--- config.mk ---
export PLATFORM = sky130hd
export DESIGN_NAME = sprite_line_scheduler
export DESIGN_NICKNAME = d
export VERILOG_FILES = /design/src/rtl/sprite_line_scheduler.sv
export SDC_FILE = /design/constraint.sdc
export NUM_CORES = 1
export LEC_CHECK = 0
export ABC_AREA = 0
export CAP_MARGIN = 0
export CORE_ASPECT_RATIO = 1.75
export CORE_UTILIZATION = 45
export CTS_CLUSTER_DIAMETER = 50
export DETAILED_ROUTE_END_ITERATION = 6
export MAX_ROUTING_LAYER = met4
export PLACE_DENSITY = 0.78
export REMOVE_ABC_BUFFERS = 1
export SLEW_MARGIN = 20
export SYNTH_ARGS = -nofsm -noshare
export SYNTH_HDL_FRONTEND = slang
export SYNTH_SLANG_ARGS = --single-unit
export TNS_END_PERCENT = 10
--- constraint.sdc ---
create_clock -name clk -period 3 [get_ports clk]
set_input_delay 0.9 -clock clk [delete_from_list [all_inputs] [get_ports clk]]
set_output_delay 0.9 -clock clk [all_outputs]
set_load 0.02 [all_outputs]
--- src/rtl/sprite_line_scheduler.sv ---
// Per-scanline sprite evaluator: scans 32 attribute slots (31 down to 0) and keeps the first four visible sprites.
// Latency: start to done is 34 cycles (32 reads, 1 drain, 1 commit); the next start is accepted in the cycle after done.
// Backpressure: none; start is a pulse honoured only when idle, and the memory is assumed to answer every read 1 cycle later.
//
// Ports: clk/reset_n (async active-low); start + line_y kick a scan; mem_addr/mem_rd issue reads and mem_entry/mem_y
// return one cycle later; busy covers the scan; done pulses on commit; h3_out..h0_out, count and overflow hold the
// committed list, with h3_out the highest priority.
module sprite_line_scheduler #(
    parameter int SPRITE_H = 16
) (
    input  logic        clk,
    input  logic        reset_n,
    input  logic        start,
    input  logic [8:0]  line_y,
    output logic [4:0]  mem_addr,
    output logic        mem_rd,
    input  logic [17:0] mem_entry,
    input  logic [8:0]  mem_y,
    output logic        busy,
    output logic        done,
    output logic [22:0] h3_out,
    output logic [22:0] h2_out,
    output logic [22:0] h1_out,
    output logic [22:0] h0_out,
    output logic [2:0]  count,
    output logic        overflow
);

    typedef enum logic [1:0] {IDLE, SCAN, DRAIN, COMMIT} state_t;

    localparam logic [9:0] H_LIM = 10'(SPRITE_H);

    state_t      state;
    logic [8:0]  line_q;
    logic        eval_vld;    // read data for eval_slot is on mem_entry/mem_y this cycle
    logic [4:0]  eval_slot;
    logic [22:0] wl [4];
    logic [2:0]  wcnt;
    logic        wovf;

    logic [22:0] wl_nxt [4];
    logic [2:0]  wcnt_nxt;
    logic        wovf_nxt;
    logic [8:0]  diff;
    logic        hit;

    // 9-bit wrap subtraction makes sprites straddling line 511/0 visible on the low lines.
    assign diff = line_q - mem_y;
    assign hit  = eval_vld && (mem_entry != '0) && ({1'b0, diff} < H_LIM);

    // Working list with the current slot folded in; the tag 31-s is simply the inverted slot number.
    always_comb begin
        for (int i = 0; i < 4; i++) wl_nxt[i] = wl[i];
        wcnt_nxt = wcnt;
        wovf_nxt = wovf;
        if (hit) begin
            if (wcnt < 3'd4) begin
                wl_nxt[wcnt[1:0]] = {~eval_slot, mem_entry};
                wcnt_nxt          = wcnt + 3'd1;
            end else begin
                wovf_nxt = 1'b1;
            end
        end
    end

    always_ff @(posedge clk or negedge reset_n) begin
        if (!reset_n) begin
            state     <= IDLE;
            line_q    <= '0;
            eval_vld  <= 1'b0;
            eval_slot <= '0;
            for (int i = 0; i < 4; i++) wl[i] <= '0;
            wcnt      <= '0;
            wovf      <= 1'b0;
            mem_addr  <= '0;
            mem_rd    <= 1'b0;
            busy      <= 1'b0;
            done      <= 1'b0;
            h3_out    <= '0;
            h2_out    <= '0;
            h1_out    <= '0;
            h0_out    <= '0;
            count     <= '0;
            overflow  <= 1'b0;
        end else begin
            eval_vld  <= mem_rd;
            eval_slot <= mem_addr;
            unique case (state)
                IDLE: begin
                    if (start) begin
                        line_q <= line_y;
                        for (int i = 0; i < 4; i++) wl[i] <= '0;
                        wcnt     <= '0;
                        wovf     <= 1'b0;
                        mem_addr <= 5'd31;
                        mem_rd   <= 1'b1;
                        busy     <= 1'b1;
                        state    <= SCAN;
                    end
                end
                SCAN: begin
                    for (int i = 0; i < 4; i++) wl[i] <= wl_nxt[i];
                    wcnt <= wcnt_nxt;
                    wovf <= wovf_nxt;
                    if (mem_addr == 5'd0) begin
                        mem_rd <= 1'b0;
                        state  <= DRAIN;
                    end else begin
                        mem_addr <= mem_addr - 5'd1;
                    end
                end
                DRAIN: begin
                    // Slot 0 is evaluated here; publishing from the _nxt values lets the
                    // committed list appear exactly in the cycle done is high.
                    for (int i = 0; i < 4; i++) wl[i] <= wl_nxt[i];
                    wcnt     <= wcnt_nxt;
                    wovf     <= wovf_nxt;
                    h3_out   <= wl_nxt[0];
                    h2_out   <= wl_nxt[1];
                    h1_out   <= wl_nxt[2];
                    h0_out   <= wl_nxt[3];
                    count    <= wcnt_nxt;
                    overflow <= wovf_nxt;
                    done     <= 1'b1;
                    state    <= COMMIT;
                end
                COMMIT: begin
                    done  <= 1'b0;
                    busy  <= 1'b0;
                    state <= IDLE;
                end
                default: state <= IDLE;
            endcase
        end
    end

endmodule

* Word-level counts from Yosys, hierarchy flattened *
Cells that the tools add are included.

storage, ports and cells
  flip-flop bits (word level) = 217
  input port bits = 39
  output and inout port bits = 104

operators by class
  add/sub/neg operators = 3
  $lt $le $gt $ge = 4
  equality and inequality tests = 6
  mux-type cells = 26
  bitwise logic cells = 2
  reduce and logical (&&, ||, !) cells = 17

operators by type and width
  cell                                                number
  2-to-1 mux 92 bit                                   3
  one-hot mux 92 bit (2 select lines)                 1
  bitwise mux 92 bit                                  1
  demux 23 bit (select 2 bit)                         1
  2-to-1 mux 23 bit                                   1
  nonzero test 18 bit                                 1
  2-to-1 mux 5 bit                                    2
  one-hot mux 5 bit (2 select lines)                  1
  < comparator 9 x 5 -> 1 bit, second input constant  1
  2-to-1 mux 3 bit                                    3
  subtractor 9 bit                                    1
  one-hot mux 1 bit (2 select lines)                  4
  one-hot mux 2 bit (4 select lines)                  1
  AND reduction 2 bit                                 4
  nonzero test 2 bit                                  4
  inequality test 2 bit, second input constant        3
  one-hot mux 3 bit (2 select lines)                  1
  AND reduction 3 bit                                 2
  logical NOT 5 bit                                   1
  2-to-1 mux 1 bit                                    5
  inverter 5 bit                                      1
  subtractor 5 x 1 -> 5 bit, second input constant    1
  equality test 2 bit, second input constant          2
  2-to-1 mux 2 bit                                    2
  9 further kinds                                     11

* Logic depth before layout (Yosys ltp) *
Gate-level depths: netlist of run 1.

  depth in word-level cells = 9
  gate-level depth with buffers = 11
  gate-level depth less buffers = 9

* Least setup slack after synthesis of run 1 *
Ideal clock, no wire load.

  path kind = in2reg
  start point = input mem_y[4]
  end point = register wl[71] in the netlist's numbering
  library setup time = 121 ps
  data arrival time = 3080 ps
  required time = 2879 ps
  path slack = -201 ps
  cell stages on the path = 10
  buffers on the path = 1
  cell sequence = inv_1 -> ha_1 -> o21a_1 -> nor2_2 -> xor2_1 -> nand4_4 -> nor4_4 -> o21ai_2 -> buf_2 -> a22o_1

between the ends
  longest elaborated chain between the ends = 5

RTL lines
  element                              line  RTL
  start: declaration                   18    input logic [8:0] mem_y,
  subtractor 9 bit                     48    assign diff = line_q - mem_y;
  < comparator 9 x 5 -> 1 bit          49    assign hit = eval_vld && (mem_entry != '0) && ({1'b0, diff} < H_LIM);
  logical AND 1 bit                    49
  2-to-1 mux 92 bit                    56    if (hit) begin
  one-hot mux 92 bit (2 select lines)  88    unique case (state)
  end: declaration                     37    logic [22:0] wl [4];

No other way between the ends.
A chain may end at the register's enable or synchronous reset.

* Worst setup path in the final report of run 1 *
  start point = input mem_y[6]
  end point = register wl[60] in the netlist's numbering

Same word-level chain as after synthesis.

==> impl_metrics.yaml, run 1 <==
yosys:
  syn_area_mm2: 0.00957
  syn_avg_cell_area_um2: 11.9
  yosysWarnings: 0
  async_flop_share: 1.00
  synth_seq_area_share: 0.567
  synth.distinct_cells: 45
  synth_xor_area_frac: 0.00810
  synth_top_family_by_area: "compound AO/OA/AOI/OAI gates"
  ys_ff_latch: 217
  synthFlopType: "dfrtp_1"
  synth_mux_area_frac: 0.116
  synth_compound_area_frac: 0.160
  synth_fa_ha_area_frac: 0.0222
  syn_inst: 806
  synth-edff-count: 0
  synthSimpleGateAreaFrac: 0.0724
setup_path:
  max_stage_delay_ns: 0.49
  critical-path-top-delay-family: "buffers and inverters"
  crit_path_top_delay_cell: "mux2i_4"
  worst-path-buf-inv: 4
  cpMostUsedCell: "buf_6"
  crit_fanout: 13
  crit_path_end_kind: "register"
  crit_chain: "clkdlybuf4s50_1, inv_2, ha_4, a21oi_2, o21ai_2, a31oi_4, mux2i_4, nor4_4, buf_6, and2_4, buf_6, a22o_1"
  required_ns: 3.37
  worstSetupStartpointType: "input pin"
  crit_arrival_ns: 3.39
  crit_type: "input pin to register"
floorplan:
  io-pin-count: 143
  core_mm2: 0.0208
  dieHeight_um: 195
  die_w_um: 112
  rows: 70
  initial_utilization: 0.459
  dieArea_mm2: 0.0219
clock_tree:
  clockRootBuffer: "clkbuf_16"
  htreeDepth: 1
  path_clk_slew_ns: 0.07
  clk_latency_ns: 0.49
  ctsLongestPathBuffers: 3
  clock_sinks: 217
  cts_tree: "built"
  numCtsBuffers: 20
power_and_ir_drop:
  power_density_mw_per_mm2: 1070
  max-vdd-ir-drop_v: 0.000620
  p_leak_uw: 0.00541
placed_design:
  pre_cts_ws_ns: -0.827
  numPlacedInstances: 1211
  routabilityCongestion: 0.861
  dp_hpwl_um: 16800
  portBuffers: 142
finish:
  synthToLayoutAreaGrowth_pct: 33.9
  final_cells: 1255
  most-common-layout-cells: "dfrtp_1, clkdlybuf4s50_1, nor2_1"
  layout_commonest_cell: "dfrtp_1"
  antenna_cells: 0
  fin_util: 0.615
  finalNetCount: 1045
  drive_gt1_frac: 0.204
  fillers: 1615
timing:
  rsz0062_at_grt: "true"
  setup_viol: 2
  setup_ws_ns: -0.0165
  drv_slew: 0
  slew_headroom: 0.246
  hold_violations: 0
  fmax_mhz: 332
  worst_pin_slew_ns: 1.12
  min_period_ns: 3.02
  hold_slack_ns: 0.404
  fin_crit_sh: 1.01
  finalClockSkew_ns: 0.00785
outcome:
  failed_checks: "design-rule violations, negative setup slack"
  outcome: "finished, violations left"
detailed_routing:
  wl_um: 25500
  via_per_inst: 5.62
  via_count: 7052
  drtPass1Iterations: 7
  post_drt_wl_per_cell_um: 20.3
  drt-initial-drc-count: 377
  drc: 5
  ant_nets: 0
run:
  maxCapViolations: 0
min_path:
  min_path_type: "input pin to async pin"
global_route:
  grt_pass1_vias: 7292
  grt_max_degree: 171
  grt_pass1_wl_um: 40200
  grt_usage: 0.244
  antenna_found_initial: 0
  grt-ovfl-total: 0
[synth_stat cells (6+ instances only)]
master / number / area share
dfrtp_1: 217 / 0.57
a21oi_1: 99 / 0.052
nor2_1: 98 / 0.038
mux2i_1: 97 / 0.10
a22o_1: 92 / 0.084
inv_1: 26 / 0.010
clkbuf_1: 25 / 0.0098
buf_2: 24 / 0.013
ha_1: 17 / 0.022
buf_6: 16 / 0.019
mux2_2: 10 / 0.012
nand2_1: 9 / 0.0035
o21ai_0: 7 / 0.0037
nand2b_1: 6 / 0.0039
[sequential cells by signal, indices dropped and copies added, names as in the netlist]
signal	count
mem_addr	5
wovf	1
eval_vld	1
wcnt	3
state	2
eval_slot	5
mem_rd	1
count	3
h3_out	23
h0_out	23
h2_out	23
busy	1
done	1
line_q	9
wl	92
h1_out	23
overflow	1
[layer usage]
layer  vias up  global-route usage  part of all wire
met5         -                   -                 0
met4         0               0.101             0.041
met3        63              0.0253             0.037
met2       230               0.422              0.53
met1      3524               0.288              0.39
li1       3235                   -                 -
[where the power goes]
part | internal [uW] | switching (uW) | leakage (uW)
clock | 1430 | 1090 | 0.000304
combinational | 2930 | 3770 | 0.00233
sequential | 3860 | 649 | 0.00277
[timing repair]
item,in CTS,in global routing
hold endpoints to repair,0,0
pin swaps,16,18
hold buffers,0,0
buffers inserted,6,5
gates cloned,3,1
resized for setup,69,35
setup endpoints to repair,192,185
[logic make-up (layout without fill, tap and decap cells)]
| family | Yosys count | count (layout) |
|---|---|---|
| DFF | 217 | 217 |
| adders and majority gates | 17 | 17 |
| xor gates and xnor gates | 8 | 8 |
| AOI/OAI and AO/OA | 219 | 219 |
| and+or+nand+nor | 141 | 141 |
| muxes | 108 | 108 |
| buffers and inverters | 96 | 293 |
[path summary, 6_finish.rpt]
path                              from           end  slack (ns)  cells after the start
max                           mem_y[6]        wl[60]       -0.02                     12
min                            reset_n     h1_out[8]        0.40                      1
max reg2reg                  line_q[4]    h3_out[19]        0.36                     10
min reg2reg                mem_addr[0]  eval_slot[0]        0.45                      0
max in group asynchronous      reset_n     h0_out[0]        1.80                      2
min in group clk           mem_addr[0]  eval_slot[0]        0.45                      0
[through the flow]
stage	power [uW]	area (um^2)	setup TNS, ns
4_1_cts	13700	12700	-0.204
3_3_place_gp	10600	11600	-131.19
6_report	13700	12800	-0.0244
5_1_grt	14500	12800	-2.38
2_1_floorplan	7850	9150	-238.68
3_5_place_dp	10700	11600	-144.24
[cell type report]
class,instances,area (um^2),share of cell area
repair buffers,231,2330,0.182
clock buffers,27,568,0.0443
multi-input cells,493,3990,0.311
clock inverters,9,82.6,0.00644
flip-flops and latches,217,5430,0.424
inverters,26,97.6,0.00762
well taps,252,315,0.0246
Power figures use the tool's default switching activity.
==> inputs of run 2 (changes only) <==
--- a/config.mk
+++ b/config.mk
@@ -6,6 +6,7 @@
 export NUM_CORES = 1
 export LEC_CHECK = 0
 export ABC_AREA = 0
+export ABC_CLOCK_PERIOD_IN_PS = 3000
 export CAP_MARGIN = 0
 export CORE_ASPECT_RATIO = 1.75
 export CORE_UTILIZATION = 45
==> results of run 2 <==
No change in the layout: final DEF, timing and power equal those of run 1.
==> inputs of run 3 (changes only) <==
--- a/config.mk
+++ b/config.mk
@@ -12,7 +12,6 @@
 export CORE_UTILIZATION = 45
 export CTS_CLUSTER_DIAMETER = 50
 export DETAILED_ROUTE_END_ITERATION = 6
-export MAX_ROUTING_LAYER = met4
 export PLACE_DENSITY = 0.78
 export REMOVE_ABC_BUFFERS = 1
 export SLEW_MARGIN = 20
==> run 3 against run 2 <==
The run still ends with design-rule violations, negative setup slack left. Non-clock buffer count unchanged. Clock power about the same. Power decreased by 0.11%. Count of clock-buffer cells in the layout is the same. Sequential share of layout area grew 0.079 points. Sequential power about the same. Fmax rose by 0.11%. Critical path depth unchanged. Register-to-register slack is essentially flat. Largest power group unchanged. Setup slack better by 0.0034 ns. Core utilization is 0.11 points lower. Hold slack got worse by 0.0042 ns. Critical endpoint unchanged.
==> impl_metrics.yaml, run 3 (same netlist as run 1, synthesis figures left out) <==
timing:
  min_period_ns: 3.01
  fin_crit_sh: 1.00
  worst_pin_slew_ns: 1.15
  rsz0062_at_grt: "true"
  drv_slew: 0
  finalClockSkew_ns: 0.00856
  setup_ws_ns: -0.0131
  setup_viol: 2
  slew_headroom: 0.226
  fmax_mhz: 332
  hold_violations: 0
global_route:
  antenna_found_initial: 0
  grt_pass1_wl_um: 40200
  grt_max_degree: 171
  grt_pass1_vias: 7281
  grt-ovfl-total: 0
  grt_usage: 0.237
detailed_routing:
  drt-initial-drc-count: 423
  ant_nets: 0
  wl_um: 25400
  drtPass1Iterations: 7
  via_count: 7052
  via_per_inst: 5.62
  post_drt_wl_per_cell_um: 20.2
  drc: 5
setup_path:
  worstSetupStartpointType: "input pin"
  max_stage_delay_ns: 0.49
  cpMostUsedCell: "buf_6"
  crit_chain: "clkdlybuf4s50_1, inv_2, ha_4, a21oi_2, o21ai_2, a31oi_4, mux2i_4, nor4_4, buf_6, and2_4, buf_6, a22o_1"
  worst-path-buf-inv: 4
  crit_path_top_delay_cell: "mux2i_4"
  crit_type: "input pin to register"
  crit_path_end_kind: "register"
  crit_arrival_ns: 3.39
  required_ns: 3.37
  critical-path-top-delay-family: "buffers and inverters"
  regToRegSetupSlack_ns: 0.36
  crit_fanout: 13
clock_tree:
  htreeDepth: 1
  clk_latency_ns: 0.49
  clock_sinks: 217
  ctsLongestPathBuffers: 3
  postCtsHoldBufs: 0
  cts_tree: "built"
  numCtsBuffers: 20
  clockRootBuffer: "clkbuf_16"
  path_clk_slew_ns: 0.07
placed_design:
  pre_cts_ws_ns: -0.827
  dp_hpwl_um: 16800
  numPlacedInstances: 1211
  portBuffers: 142
  dpl_cell_area_mm2: 0.0116
  routabilityCongestion: 0.844
finish:
  largest_reg_flops: 92
  final_cells: 1255
  regMostFlops: "wl"
  antenna_cells: 0
  fillers: 1622
  finalNetCount: 1045
  layout_commonest_cell: "dfrtp_1"
  final_cell_area_mm2: 0.0128
  most-common-layout-cells: "dfrtp_1, clkdlybuf4s50_1, nor2_1"
  drive_gt1_frac: 0.200
  synthToLayoutAreaGrowth_pct: 33.6
floorplan:
  die_w_um: 112
  initial_utilization: 0.459
  core_mm2: 0.0208
  dieHeight_um: 195
  dieArea_mm2: 0.0219
  io-pin-count: 143
  rows: 70
run:
  maxCapViolations: 0
power_and_ir_drop:
  power_density_mw_per_mm2: 1070
  max-vdd-ir-drop_v: 0.000620
  total_power_uw: 13700
  p_leak_uw: 0.00541
min_path:
  min_path_type: "input pin to async pin"
outcome:
  outcome: "finished, violations left"
  failed_checks: "design-rule violations, negative setup slack"
run 3: cell count changes in the layout (fill, tap and decap cells not counted):
| cell | delta |
|---|---|
| a21oi_1 | +1 |
| a21oi_2 | -1 |
| mux2i_1 | +3 |
| mux2i_2 | -2 |
| mux2i_4 | -1 |
run 3: report_power, final:
| group | internal (uW) | switching, uW | leakage [uW] |
|---|---|---|---|
| Clock | 1430 | 1090 | 0.000304 |
| Combinational | 2920 | 3760 | 0.00233 |
| Sequential | 3860 | 645 | 0.00277 |
run 3: layer usage:
layer	routed length [um]	vias to the layer above	GRT usage
met4	1080	0	0.102
met3	1060	64	0.0293
met5	0	-	0
met1	9790	3524	0.287
met2	13500	224	0.422
li1	-	3240	-
run 3: layout make-up:
class | instances | area, um^2 | area share
inverter | 26 | 97.6 | 0.00763
multi-input combinational | 493 | 3960 | 0.310
clock inverter | 9 | 82.6 | 0.00646
timing repair buffer | 231 | 2330 | 0.183
sequential | 217 | 5430 | 0.425
clock buffer | 27 | 568 | 0.0444
tap | 252 | 315 | 0.0247
run 3: final timing paths:
| check | from | to | cells past startpoint |
|---|---|---|---|
| min reg2reg | mem_addr[0] | eval_slot[0] | 0 |
| max in group asynchronous | reset_n | wl[0] | 2 |
| min in group clk | mem_addr[0] | eval_slot[0] | 0 |
| max reg2reg | line_q[4] | h2_out[22] | 10 |
| min | reset_n | h1_out[8] | 1 |
| max | mem_y[6] | wl[60] | 12 |
run 3: metrics by stage:
step / util / TNS (ns) / hold WS (ns)
after global placement: 0.557 / -131.19 / 0.430
after floorplan: - / -238.68 / 0.465
after CTS: 0.608 / -0.204 / 0.432
after global routing: 0.614 / -1.94 / 0.426
after detailed placement: 0.557 / -144.24 / 0.428
final: 0.614 / -0.0143 / 0.400
run 3: what timing repair did:
| item | 4_1_cts | 5_1_grt |
|---|---|---|
| endpoints found under the setup margin | 192 | 184 |
| pin swaps | 16 | 15 |
| setup buffers | 6 | 4 |
| gates cloned | 3 | 1 |
| hold endpoints to repair | 0 | 0 |
| gates resized for setup | 69 | 30 |
==> RTL edit, RTL diff (config.mk and constraints of run 2) <==
Take the reset off `eval_slot` and load it in a clocked block of its own.
--- a/src/rtl/sprite_line_scheduler.sv
+++ b/src/rtl/sprite_line_scheduler.sv
@@ -68,7 +68,6 @@
             state     <= IDLE;
             line_q    <= '0;
             eval_vld  <= 1'b0;
-            eval_slot <= '0;
             for (int i = 0; i < 4; i++) wl[i] <= '0;
             wcnt      <= '0;
             wovf      <= 1'b0;
@@ -84,7 +83,6 @@
             overflow  <= 1'b0;
         end else begin
             eval_vld  <= mem_rd;
-            eval_slot <= mem_addr;
             unique case (state)
                 IDLE: begin
                     if (start) begin
@@ -134,5 +132,9 @@
         end
     end
 
+    always_ff @(posedge clk) begin
+        eval_slot <= mem_addr;
+    end
+
 endmodule
 
Behaviour: same outputs for any inputs over 10 cycles, from zero or initial values and one cycle with reset_n low; that may be too few to reach the edited logic, so the function may still have changed.
==> RTL edit against run 2 <==
  * The run ends with DRC left
  * Register-to-register slack got worse by 60 ps
  * Wire length fell by 3.1%
  * Total power fell by 1.4%
  * Area after synthesis fell by 0.26%
  * First-iteration DRC count rose by 23%
  * Clock skew rose by 1.0 ps
  * Sequential share of layout area rose by 0.43 points
  * Setup slack improved by 84 ps
  * Sequential cell count did not move
  * Global-route usage fell by 0.72 points
  * Final area fell by 1.5%
  * Count of clock-buffer cells in the layout rose by 1
==> RTL edit: results (changes against run 2) <==
[outcome]
outcome=finished with violations
violations=DRC

[place]
hpwlAfterDp_um=16400  ; -2.0%
dpl-instance-area_um2=11600  ; +0.18%
gpl.final_weighted_congestion=0.823  ; -4.3%
place_inst=1199  ; -0.99%

[sta]
max-slew-margin-rel_pct=40.7  ; +16 points
fin_worst_skew_ps=8.89  ; +1.04 ps

[logic_synthesis]
ys_seq_area_share_pct=56.6  ; -0.11 points
post_synth_most_frequent_cells=dfrtp_1 (212), a21oi_1 (99), nor2_1 (98)
synth.lib_cells_used.distinct=46  ; +2.2%
yosys_warnings=0  ; unchanged
postSynthAreaPerCell_um2=11.8  ; -0.26%
proportion_of_synthesized_flip_flops_having_asynchronous_set_or_reset_pct=97.7  ; -2.3 points
netlist_top_cells_area=dfrtp_1 (56%), mux2i_1 (10%), a22o_1 (8.4%)

[route]
drtIter0Drc=465  ; +23%
detail_route.vias_per_cell=5.63  ; +0.23%
vias=6967  ; -1.2%
number_of_iterations_in_the_first_detailed_routing_pass=7  ; unchanged
wl_um=24700  ; -3.1%
drt_drc_violations_left=9  ; +4

[pwr]
vdd_drop_max_v=0.000700  ; +13%
leakagePower_nw=5.33  ; -1.4%

[final_layout]
drive_gt1_share_pct=17.1  ; -3.4 points
layout.nets=1030  ; -1.4%

[critical_path]
timing.reg2reg.worst_path_depth=11  ; +1
highest_fanout_seen_on_the_critical_path=23  ; +10
timing.critical_path.to_type=register
r2r-start=line_q[2]$_DFFE_PN0P_
crit-reg2reg-capture=wl[52]$_DFFE_PN0P_
worst-endpoint-arrival_ps=3310  ; -80 ps
critPathLaunch=mem_entry[3]
reg2reg_setup_slack_ps=300  ; -60 ps

[clock_network]
cts-htree-levels=1  ; unchanged
cts_buffers=21  ; +5.0%
clock_path_buffers=3  ; unchanged

[grt]
grt_pass1_vias=7179  ; -1.5%
grt_first_pass_wirelength_um=39100  ; -2.6%
grt_max_degree=89  ; -48%
grtUsageTotal_pct=23.6  ; -0.72 points

-- RTL edit: changes by cell type after synthesis --
cell / run 2 / this run
dfrtp_1: 217 / 212
dfxtp_1: 0 / 5
-- RTL edit: where the power goes --
| group | leakage (nW) | total, mW | internal [mW] | switching (mW) |
|---|---|---|---|---|
| Combinational | 2.26 | 6.49 | 2.80 | 3.69 |
| Clock | 0.311 | 2.54 | 1.44 | 1.10 |
| Sequential | 2.76 | 4.49 | 3.86 | 0.634 |
-- RTL edit: worst min path at each step --
stage                             from                     to  slack (ps)
floorplan            wl[0]$_DFFE_PN0P_      wl[0]$_DFFE_PN0P_         470
global placement    mem_rd$_DFFE_PN0P_     eval_vld$_DFF_PN0_         430
detailed placement  mem_rd$_DFFE_PN0P_     eval_vld$_DFF_PN0_         430
CTS                            reset_n  h1_out[6]$_DFFE_PN0P_         420
global route                   reset_n  h0_out[6]$_DFFE_PN0P_         440
finish                         reset_n  h0_out[6]$_DFFE_PN0P_         390
-- RTL edit: stage by stage --
step	hold WS [ps]	power, mW	worst slack (ps)
after detailed placement	427	10.7	-825
after global routing	439	14.3	-19.6
after global placement	426	10.5	-764
final	395	13.5	67.5
after CTS	415	13.5	23.8
after floorplan	465	7.85	-1410
-- RTL edit: logic make-up (layout without fill, tap and decap cells) --
group / Yosys count / after routing / share of synthesized area (%)
AO/OA/AOI/OAI: 219 / 219 / 16.0
flip-flops: 217 / 217 / 56.6
buffers and inverters: 96 / 275 / 5.50
adder cells (fa/ha/maj): 17 / 17 / 2.23
AND/OR/NAND/NOR: 141 / 141 / 7.26
multiplexers: 108 / 108 / 11.6
XOR/XNOR: 8 / 8 / 0.813
-- RTL edit: repair_timing --
action	CTS	global route
setup endpoints to repair	192	112
buffers inserted	0	2
pin swaps	19	7
gates resized for setup	54	14
gates cloned	2	0
hold endpoints to repair	0	0
-- RTL edit: area by class of cell --
cell class / instances / area, um2
fill: 1600 / 8220
sequential: 217 / 5410
multi-input combinational: 493 / 3910
timing repair buffer: 215 / 2250
clock buffer: 28 / 582
tap: 252 / 315
inverter: 26 / 97.6
clock inverter: 6 / 63.8
-- RTL edit: layer usage --
metal	up-vias	GRT usage [%]	routed length, um	part of all wire, %
met1	3498	27.9	9630	39
met3	58	2.37	943	3.8
met2	213	40.9	13300	54
met4	0	10.2	859	3.5
met5	-	-	0	0
li1	3198	-	-	-
-- RTL edit: worst max-delay path, stage by stage --
cell,delay (ps)
clkdlybuf4s50_1,450
or4_4,570
nor3_2,150
a21oi_2,100
nand4_4,170
nor4_4,60
buf_4,170
buf_12,150
and2_1,180
buf_12,170
a22o_1,240
